### src/rtl/sqrt_pkg.sv
// Shared definitions for the iterative square-root engine.
//   state_t    : engine FSM encoding (IDLE -> CALC -> DONE -> IDLE)
//   DEF_*      : default widths for the magnitude-FSM datapath
//   iter_count : number of radix-4 iterations (one root bit each) for a radicand width
package sqrt_pkg;

  localparam int DEF_DATA_W = 32;
  localparam int DEF_OUT_W  = 24;

  typedef enum logic [1:0] {
    S_IDLE = 2'd0,
    S_CALC = 2'd1,
    S_DONE = 2'd2
  } state_t;

  // Two radicand bits are consumed per iteration, giving one root bit.
  function automatic int iter_count(input int data_w);
    return data_w / 2;
  endfunction

endpackage

### src/rtl/sqrt_step.sv
// One radix-4 restoring square-root iteration, purely combinational.
//   rem_in   : partial remainder (ROOT_W+2 bits)
//   root_in  : partial root (ROOT_W bits)
//   bits     : next two radicand bits, MSB first
//   rem_out  : updated remainder
//   root_out : updated root (one new LSB appended)
module sqrt_step #(
  parameter int ROOT_W = 16
) (
  input  logic [ROOT_W+1:0] rem_in,
  input  logic [ROOT_W-1:0] root_in,
  input  logic [1:0]        bits,
  output logic [ROOT_W+1:0] rem_out,
  output logic [ROOT_W-1:0] root_out
);

  localparam int RW = ROOT_W + 2;

  logic [RW-1:0] rem_sh;
  logic [RW-1:0] trial;
  logic          ge;

  // The remainder never exceeds 2*root, so the two bits shifted out of the
  // top are always zero and RW bits hold the shifted value exactly.
  assign rem_sh = RW'({rem_in, bits});
  assign trial  = RW'({root_in, 2'b01});
  assign ge     = (rem_sh >= trial);

  assign rem_out  = ge ? (rem_sh - trial) : rem_sh;
  assign root_out = ROOT_W'({root_in, ge});

endmodule

### src/rtl/sqrt_iter_engine.sv
// Iterative unsigned integer square root, one root bit per clock.
// Sits downstream of the magnitude FSM; replaces the vendor CORDIC sqrt core.
//   clk, rst  : clock, asynchronous active-high reset
//   in_valid  : operand valid, accepted only while in_ready=1
//   in_data   : unsigned radicand (DATA_W)
//   in_ready  : engine idle
//   out_valid : one-cycle pulse, out_data/out_rem hold a new result
//   out_data  : root (floor, or nearest when ROUND=1), zero-extended to OUT_W
//   out_rem   : floor remainder x - floor(sqrt(x))^2
//   busy      : iterations in progress
// Latency: accept at edge N, out_valid high after edge N+DATA_W/2+1.
module sqrt_iter_engine
  import sqrt_pkg::*;
#(
  parameter int DATA_W = DEF_DATA_W,
  parameter int OUT_W  = DEF_OUT_W,
  parameter int ROUND  = 0
) (
  input  logic              clk,
  input  logic              rst,
  input  logic              in_valid,
  input  logic [DATA_W-1:0] in_data,
  output logic              in_ready,
  output logic              out_valid,
  output logic [OUT_W-1:0]  out_data,
  output logic [DATA_W/2:0] out_rem,
  output logic              busy
);

  localparam int H     = iter_count(DATA_W);
  localparam int RW    = H + 2;
  localparam int CNT_W = (H > 1) ? $clog2(H) : 1;
  localparam logic [CNT_W-1:0] CNT_LAST = CNT_W'(H - 1);

  state_t            state;
  logic [CNT_W-1:0]  cnt;
  logic [DATA_W-1:0] rad;
  logic [H-1:0]      root;
  logic [RW-1:0]     rem;

  logic [RW-1:0]     step_rem;
  logic [H-1:0]      step_root;
  logic              rnd_up;

  sqrt_step #(.ROOT_W(H)) u_step (
    .rem_in   (rem),
    .root_in  (root),
    .bits     (rad[DATA_W-1 -: 2]),
    .rem_out  (step_rem),
    .root_out (step_root)
  );

  // x - r^2 > r  <=>  x > (r+0.5)^2 for integers, so this is round-to-nearest.
  assign rnd_up = (ROUND != 0) && (rem > RW'(root));

  always_ff @(posedge clk or posedge rst) begin
    if (rst) begin
      state     <= S_IDLE;
      in_ready  <= 1'b1;
      busy      <= 1'b0;
      out_valid <= 1'b0;
      out_data  <= '0;
      out_rem   <= '0;
      cnt       <= '0;
      rad       <= '0;
      root      <= '0;
      rem       <= '0;
    end else begin
      out_valid <= 1'b0;
      case (state)
        S_IDLE: begin
          if (in_valid) begin
            rad      <= in_data;
            rem      <= '0;
            root     <= '0;
            cnt      <= CNT_LAST;
            in_ready <= 1'b0;
            busy     <= 1'b1;
            state    <= S_CALC;
          end
        end
        S_CALC: begin
          rem  <= step_rem;
          root <= step_root;
          rad  <= rad << 2;
          if (cnt == '0) begin
            busy  <= 1'b0;
            state <= S_DONE;
          end else begin
            cnt <= cnt - 1'b1;
          end
        end
        S_DONE: begin
          // Widened to OUT_W before the add so an all-ones radicand rounds
          // up to 2^(DATA_W/2) instead of wrapping.
          out_data  <= OUT_W'(root) + OUT_W'(rnd_up);
          out_rem   <= rem[H:0];
          out_valid <= 1'b1;
          in_ready  <= 1'b1;
          state     <= S_IDLE;
        end
        default: begin
          in_ready <= 1'b1;
          busy     <= 1'b0;
          state    <= S_IDLE;
        end
      endcase
    end
  end

endmodule

### config.mk
export PLATFORM = sky130hd
export DESIGN_NAME = sqrt_iter_engine
export DESIGN_NICKNAME = d
export VERILOG_FILES = /design/src/rtl/sqrt_pkg.sv /design/src/rtl/sqrt_step.sv /design/src/rtl/sqrt_iter_engine.sv
export SDC_FILE = /design/constraint.sdc
export NUM_CORES = 1
export LEC_CHECK = 0
export CAP_MARGIN = 20
export CORE_ASPECT_RATIO = 0.5
export CORE_MARGIN = 2
export CORE_UTILIZATION = 59
export CTS_CLUSTER_DIAMETER = 200
export DETAILED_ROUTE_END_ITERATION = 16
export HOLD_SLACK_MARGIN = 0.12
export PLACE_DENSITY = 0.87
export SLEW_MARGIN = 20
export SYNTH_ARGS = -nofsm -noshare
export SYNTH_HDL_FRONTEND = slang
export SYNTH_SLANG_ARGS = --single-unit
export TNS_END_PERCENT = 10
### constraint.sdc
create_clock -name clk -period 7.5 [get_ports clk]
set_input_delay 1.5 -clock clk [delete_from_list [all_inputs] [get_ports clk]]
set_output_delay 1.5 -clock clk [all_outputs]
set_load 0.01 [all_outputs]
==> results of run 1 <==
[tightest hold or removal path: stages (launching register included)]
cell	delay, ns
dfrtp_1	0.34
nand2_1	0.04
o21ai_0	0.06
[state kept, by name, indices dropped and copies added, names as in the netlist]
signal,flops
busy,1
cnt,4
in_ready,1
out_data,16
out_rem,17
out_valid,1
rad,32
rem,17
root,16
state,2
[final timing paths]
kind                               from           end  slack (ns)  cells after the start
worst max-delay path            root[9]        rem[4]        4.58                      9
worst min-delay path            rad[13]       rad[13]        0.48                      2
worst max register to register  root[9]        rem[4]        4.58                      9
worst min register to register  rad[13]       rad[13]        0.48                      2
max in group asynchronous           rst      root[15]        4.74                      3
min in group asynchronous           rst  out_data[14]        1.50                      2
[metal layers]
| metal | track usage [%] | wire length (um) | vias to the layer above |
|---|---|---|---|
| li1 | - | - | 1863 |
| met1 | 29.6 | 4790 | 1895 |
| met2 | 37.1 | 5000 | 90 |
| met3 | 5.96 | 493 | 18 |
| met4 | 7.60 | 168 | 0 |
| met5 | 0 | 0 | - |
[power breakdown]
part	internal [mW]	switching (mW)
clock	0.301	0.208
combinational	0.722	0.821
sequential	0.819	0.176
total	1.84	1.20
[kinds of logic (layout without fill, tap and decap cells)]
kind of cell	after synthesis	count (layout)	share of synthesized area, %
mux	73	73	14.5
buf+inv	59	116	5.43
flops	107	107	50.4
xor+xnor	16	16	2.63
other cells	1	8	0.0705
compound gates	115	115	12.3
simple gates	123	123	10.3
fa+ha+maj	19	19	4.47
[layout by cell type (no fill, tap or decap), types with 3 or more instances in the layout]
master           netlist  layout
nand2_1               76      76
nor2_1                17      17
mux2i_1               40      40
xnor2_1               12      12
o21ai_1               14      14
clkbuf_16              0       9
ha_1                  19      19
nand3_1                7       7
dfrtp_1              106     106
inv_1                 25      24
conb_1                 1       8
xor2_1                 4       4
buf_4                  9       5
o21ai_0               62      62
mux2_2                33      33
nor2b_1                8       6
clkdlybuf4s50_1        0      70
a21o_1                 3       3
nor3_1                 3       3
a21oi_1               17      17
a31oi_1                3       3
[area by class of cell]
cell class	count	area, um2
Clock buffer	11	243
Clock inverter	5	77.6
Fill cell	644	2360
Inverter	25	96.3
Multi-Input combinational cell	354	2400
Sequential cell	107	2680
Tap cell	117	146
Timing Repair Buffer	75	738
[per-stage QoR]
step	total power, mW	setup WS [ns]	hold slack, ns	instance area, um2	utilization (%)
finish	3.05	4.58	0.479	6380	73.0
detailed placement	2.53	4.24	0.471	6060	69.3
global placement	2.45	4.32	0.460	6060	69.3
floorplan	2.16	3.18	0.449	5350	-
CTS	3.06	4.53	0.487	6380	73.0
global route	3.28	4.32	0.505	6380	73.0
==> summary.md, run 1 <==
| Metric | Value |
|---|---|
| Critical path type | flip-flop to flip-flop |
| Synth Cell Area | 0.00532 mm2 |
| Drc violations | 0 |
| Fin nets | 626 |
| Nature of the critical path endpoint | flip-flop |
| CTS Buffer Depth | 2 |
| Vias per Instance | 5.57 |
| Post-route clock period utilization | 39.0% |
| Leak pwr | 2.94 nW |
| EDFF count, synth | 0 |
| DRT iter0 DRCs | 238 |
| Routed WL | 10500 um |
| Synth Register Bits | 107 |
| TritonCTS buffer count | 9 |
| Worst Setup Start Kind | flip-flop |
| CP Max Fanout | 11 |
| CORE AREA | 0.00874 mm2 |
| P&R area growth vs syn | 20.0% |
| Die Ht | 71.1 um |
| Top cells by area, synth | dfrtp_1 (50%), mux2i_1 (7.5%), mux2_2 (7.0%) |
| Top Family by Delay on Critical Path | compound AO/OA/AOI/OAI gates |
| Top-Level Pins | 79 |
| Status | completed |
| Wire per inst | 15.1 um |
| Setup_tns | 0 ns |
| Max-cap viol count | 0 |
| First drt pass iteration count | 4 |
| Worst vdd ir | 0.194 mV |
| Cells after synthesis | 513 |
| Setup violations, final | 0 |
| Top FF cell, synth | dfrtp_1 |
| Placer's final routability congestion estimate | 0.876 |
| Asr flop ratio synth | 100% |
| Slew Viols, Final | 0 |
| Leading area contributor after synthesis | dfrtp_1 |
| Synth warnings | 0 |
| Post-CTS setup repair buffer count | 0 |
| Post-DP HPWL | 7060 um |
| Worst-Margin Slew | 0.898 ns |
| Clk sinks | 107 |
| Via Count | 3866 |
| Most common cell in the netlist | dfrtp_1 |
| Root Driver | clkbuf_16 |
| Final Skew | 0.00918 ns |
| Syn Area/Cell | 10.4 um2 |
| Rel. slew slack | 40.1% |
| GRT overflow | 0 |
| H-tree depth | 3 |
| Power per cell area | 477 mW/mm2 |
| First-pass GRT wire length | 17900 um |
| Layout Cells excl Fill | 694 |
| Resized cells post-CTS | 0 |
| Req. time, crit path | 7.71 ns |
| CP Cell Sequence | inv_1 > ha_1 > nand3_1 > nor4_1 > nor3_1 > a31oi_2 > buf_4 > mux2i_1 > o21ai_1 |
| Initial Util | 60.9% |
| WP data arrival | 3.13 ns |
| DP Cell Count | 678 |
| Antenna Cells | 0 |
| Post-CTS Hold Buffers | 0 |
| Synth top area share | 49.9% |
| Number of buffers added on ports | 70 |
| Clock-pin slew on the worst setup and hold paths | 0.07 ns |
| Layout cells sized above 1 | 11.8% |
| CP bufs+invs | 2 |
| Hold Vio Cnt, Final | 0 |
| Yosys cell types | 45 |
| Full die area | 0.00984 mm2 |
| Vias in the first global route | 3719 |
| Slowest stage delay, CP | 0.59 ns |
| Largest net degree at the start of global routing | 94 |
| Hold Path Class | flip-flop to flip-flop |
| Antenna violations before repair | 0 |
| CP max stage cell | a31oi_2 |
| Register area share after synthesis | 50.4% |
| Post-synth top cells | dfrtp_1 (106), nand2_1 (76), o21ai_0 (62), mux2i_1 (40), mux2_2 (33) |
| Chip width | 138 um |
| RSZ-0062 raised after global routing | no |
| Antenna Nets Post-Route | 0 |
| Row count | 24 |
| Worst skew pair latency | 0.35 ns |
| Max Clock Freq | 342 MHz |
| TritonCTS clock tree | yes |
| Total GRT Usage | 22.5% |
| Final min period | 2.92 ns |
Power figures use the tool's default switching activity.
==> run 2: changes to the inputs <==
--- a/config.mk
+++ b/config.mk
@@ -8,11 +8,11 @@
 export CAP_MARGIN = 20
 export CORE_ASPECT_RATIO = 0.5
 export CORE_MARGIN = 2
-export CORE_UTILIZATION = 59
+export CORE_UTILIZATION = 54
 export CTS_CLUSTER_DIAMETER = 200
 export DETAILED_ROUTE_END_ITERATION = 16
 export HOLD_SLACK_MARGIN = 0.12
-export PLACE_DENSITY = 0.87
+export PLACE_DENSITY = 0.81
 export SLEW_MARGIN = 20
 export SYNTH_ARGS = -nofsm -noshare
 export SYNTH_HDL_FRONTEND = slang
==> constraint.sdc (replaced) <==
create_clock -name clk -period 2.8 [get_ports clk]
set_input_delay 0.56 -clock clk [delete_from_list [all_inputs] [get_ports clk]]
set_output_delay 0.56 -clock clk [all_outputs]
set_load 0.01 [all_outputs]
==> summary.md, run 2 (synthesis results as in run 1) <==
| Metric | Value |
|---|---|
| Critical path type | flip-flop to flip-flop |
| Reg2reg setup slack | 0.26 ns |
| GRT overflow | 0 |
| Top-Level Pins | 79 |
| Clock power share | 14.2% |
| Setup violations, final | 0 |
| WP data arrival | 2.75 ns |
| Post-route clock period utilization | 90.6% |
| Via Count | 3819 |
| Max-cap viol count | 0 |
| Final min period | 2.54 ns |
| CP Max Fanout | 7 |
| Gate power share | 52.7% |
| Most frequent cells in the layout | dfrtp_1 (106), nand2_1 (76), clkdlybuf4s50_1 (70), o21ai_0 (62), mux2i_1 (40) |
| R2R Path End | rem[9] |
| Largest net degree at the start of global routing | 52 |
| Largest regs | rad x32, out_rem x17, rem x17 |
| Die Ht | 74.2 um |
| H-tree depth | 3 |
| Hold_sp | rad[26] |
| Sw frac | 39.6% |
| Req. time, crit path | 3.01 ns |
| Leak pwr | 2.94 nW |
| P&R area growth vs syn | 20.6% |
| Hold Path Class | flip-flop to flip-flop |
| Max FFs per register | 32 |
| Reg power frac | 33.1% |
| Hold Vio Cnt, Final | 0 |
| Fin nets | 632 |
| Vias per Instance | 5.32 |
| Antenna violations before repair | 0 |
| Post-DP HPWL | 7300 um |
| CORE AREA | 0.00951 mm2 |
| Post-CTS setup repair buffer count | 0 |
| Worst vdd ir | 0.588 mV |
| Full die area | 0.0107 mm2 |
| Top reg by flops | rad |
| Final Skew | 0.00850 ns |
| Placer's final routability congestion estimate | 0.905 |
| Antenna Cells | 0 |
| Switching Power | 3.18 mW |
| R2R cell count | 8 |
| Hold endpoint | rad[26] |
| Vias in the first global route | 3704 |
| Rel. slew slack | 54.2% |
| Worst-Margin Slew | 0.685 ns |
| Max Clock Freq | 394 MHz |
| Clk sinks | 107 |
| DRT iter0 DRCs | 239 |
| TritonCTS clock tree | yes |
| First drt pass iteration count | 4 |
| RSZ-0062 raised after global routing | no |
| TritonCTS buffer count | 9 |
| Hold Path Cell Cnt | 2 |
| Resized cells post-CTS | 0 |
| First-pass GRT wire length | 17400 um |
| Root Driver | clkbuf_16 |
| Setup_tns | 0 ns |
| Routed WL | 10200 um |
| Status | completed |
| Antenna Nets Post-Route | 0 |
| Power per cell area | 1250 mW/mm2 |
| Row count | 25 |
| Clock-pin slew on the worst setup and hold paths | 0.06 ns |
| Commonest non-fill, non-tap cell in the layout | dfrtp_1 |
| Slew Viols, Final | 0 |
| Internal power | 4.83 mW |
| Worst Setup Start Kind | flip-flop |
| CTS Buffer Depth | 2 |
| Wire per inst | 14.3 um |
| Initial Util | 55.9% |
| Drc violations | 0 |
| Post-CTS Hold Buffers | 0 |
| Number of buffers added on ports | 70 |
| Worst skew pair latency | 0.34 ns |
| Total GRT Usage | 20.8% |
| Nature of the critical path endpoint | flip-flop |
| Layout cells sized above 1 | 11.7% |
| Chip width | 144 um |
| R2R Path Start | rem[8] |
| Fin util | 67.5% |
[run 2: changes by cell type in the layout (fill, tap and decap cells not counted)]
cell / previous run / this run
buf_12: 0 / 2
clkbuf_1: 1 / 6
inv_4: 1 / 0
nand2b_1: 2 / 3
bufinv_16: 2 / 0
nand2b_2: 1 / 0
clkinv_2: 2 / 0
buf_4: 5 / 9
[run 2: layout make-up]
cell class                 instances  area, um2
tap                              135        169
sequential                       107       2680
multi-input combinational        354       2400
fill                             749       3090
clock buffer                      16        262
inverter                          25       97.6
timing repair buffer              81        808
[run 2: how the worst max path moves through the flow]
stage,startpoint,to
after floorplan,root[7],rem[14]
after global placement,rem[1],rem[2]
after detailed placement,rem[8],rem[9]
after CTS,rem[8],rem[9]
after global routing,root[8],rem[2]
final,rem[8],rem[9]
[run 2: routing by layer]
layer / GRT usage (%) / wire length (um) / vias to the layer above
li1: - / - / 1879
met1: 28.3 / 4820 / 1838
met2: 33.8 / 4830 / 93
met3: 5.34 / 487 / 9
met4: 5.50 / 96 / 0
met5: 0 / 0 / -
[run 2: per-stage QoR]
stage	std cells	hold slack, ns	power [mW]	area (um2)	setup slack [ns]
detailed placement	702	0.470	6.88	6150	0.301
global route	718	0.499	8.71	6410	0.0901
floorplan	520	0.449	5.79	5350	0.693
CTS	718	0.484	8.06	6410	0.286
global placement	702	0.461	6.73	6150	0.435
finish	718	0.481	8.01	6410	0.263
[run 2: worst max-delay path: stages (launching register included)]
cell	delay (ns)
dfrtp_1	0.41
ha_1	0.47
nand3_1	0.14
nor4_1	0.33
nor3_1	0.11
a31oi_2	0.40
buf_4	0.23
mux2i_1	0.23
o21ai_1	0.10
[run 2: power groups by stage]
stage | clock network [mW] | registers [mW] | logic, mW
after detailed placement | 0 | 2.67 | 4.21
after floorplan | 0 | 2.59 | 3.20
final | 1.14 | 2.65 | 4.22
after global placement | 0 | 2.65 | 4.08
after CTS | 1.17 | 2.65 | 4.24
after global routing | 1.24 | 2.73 | 4.74
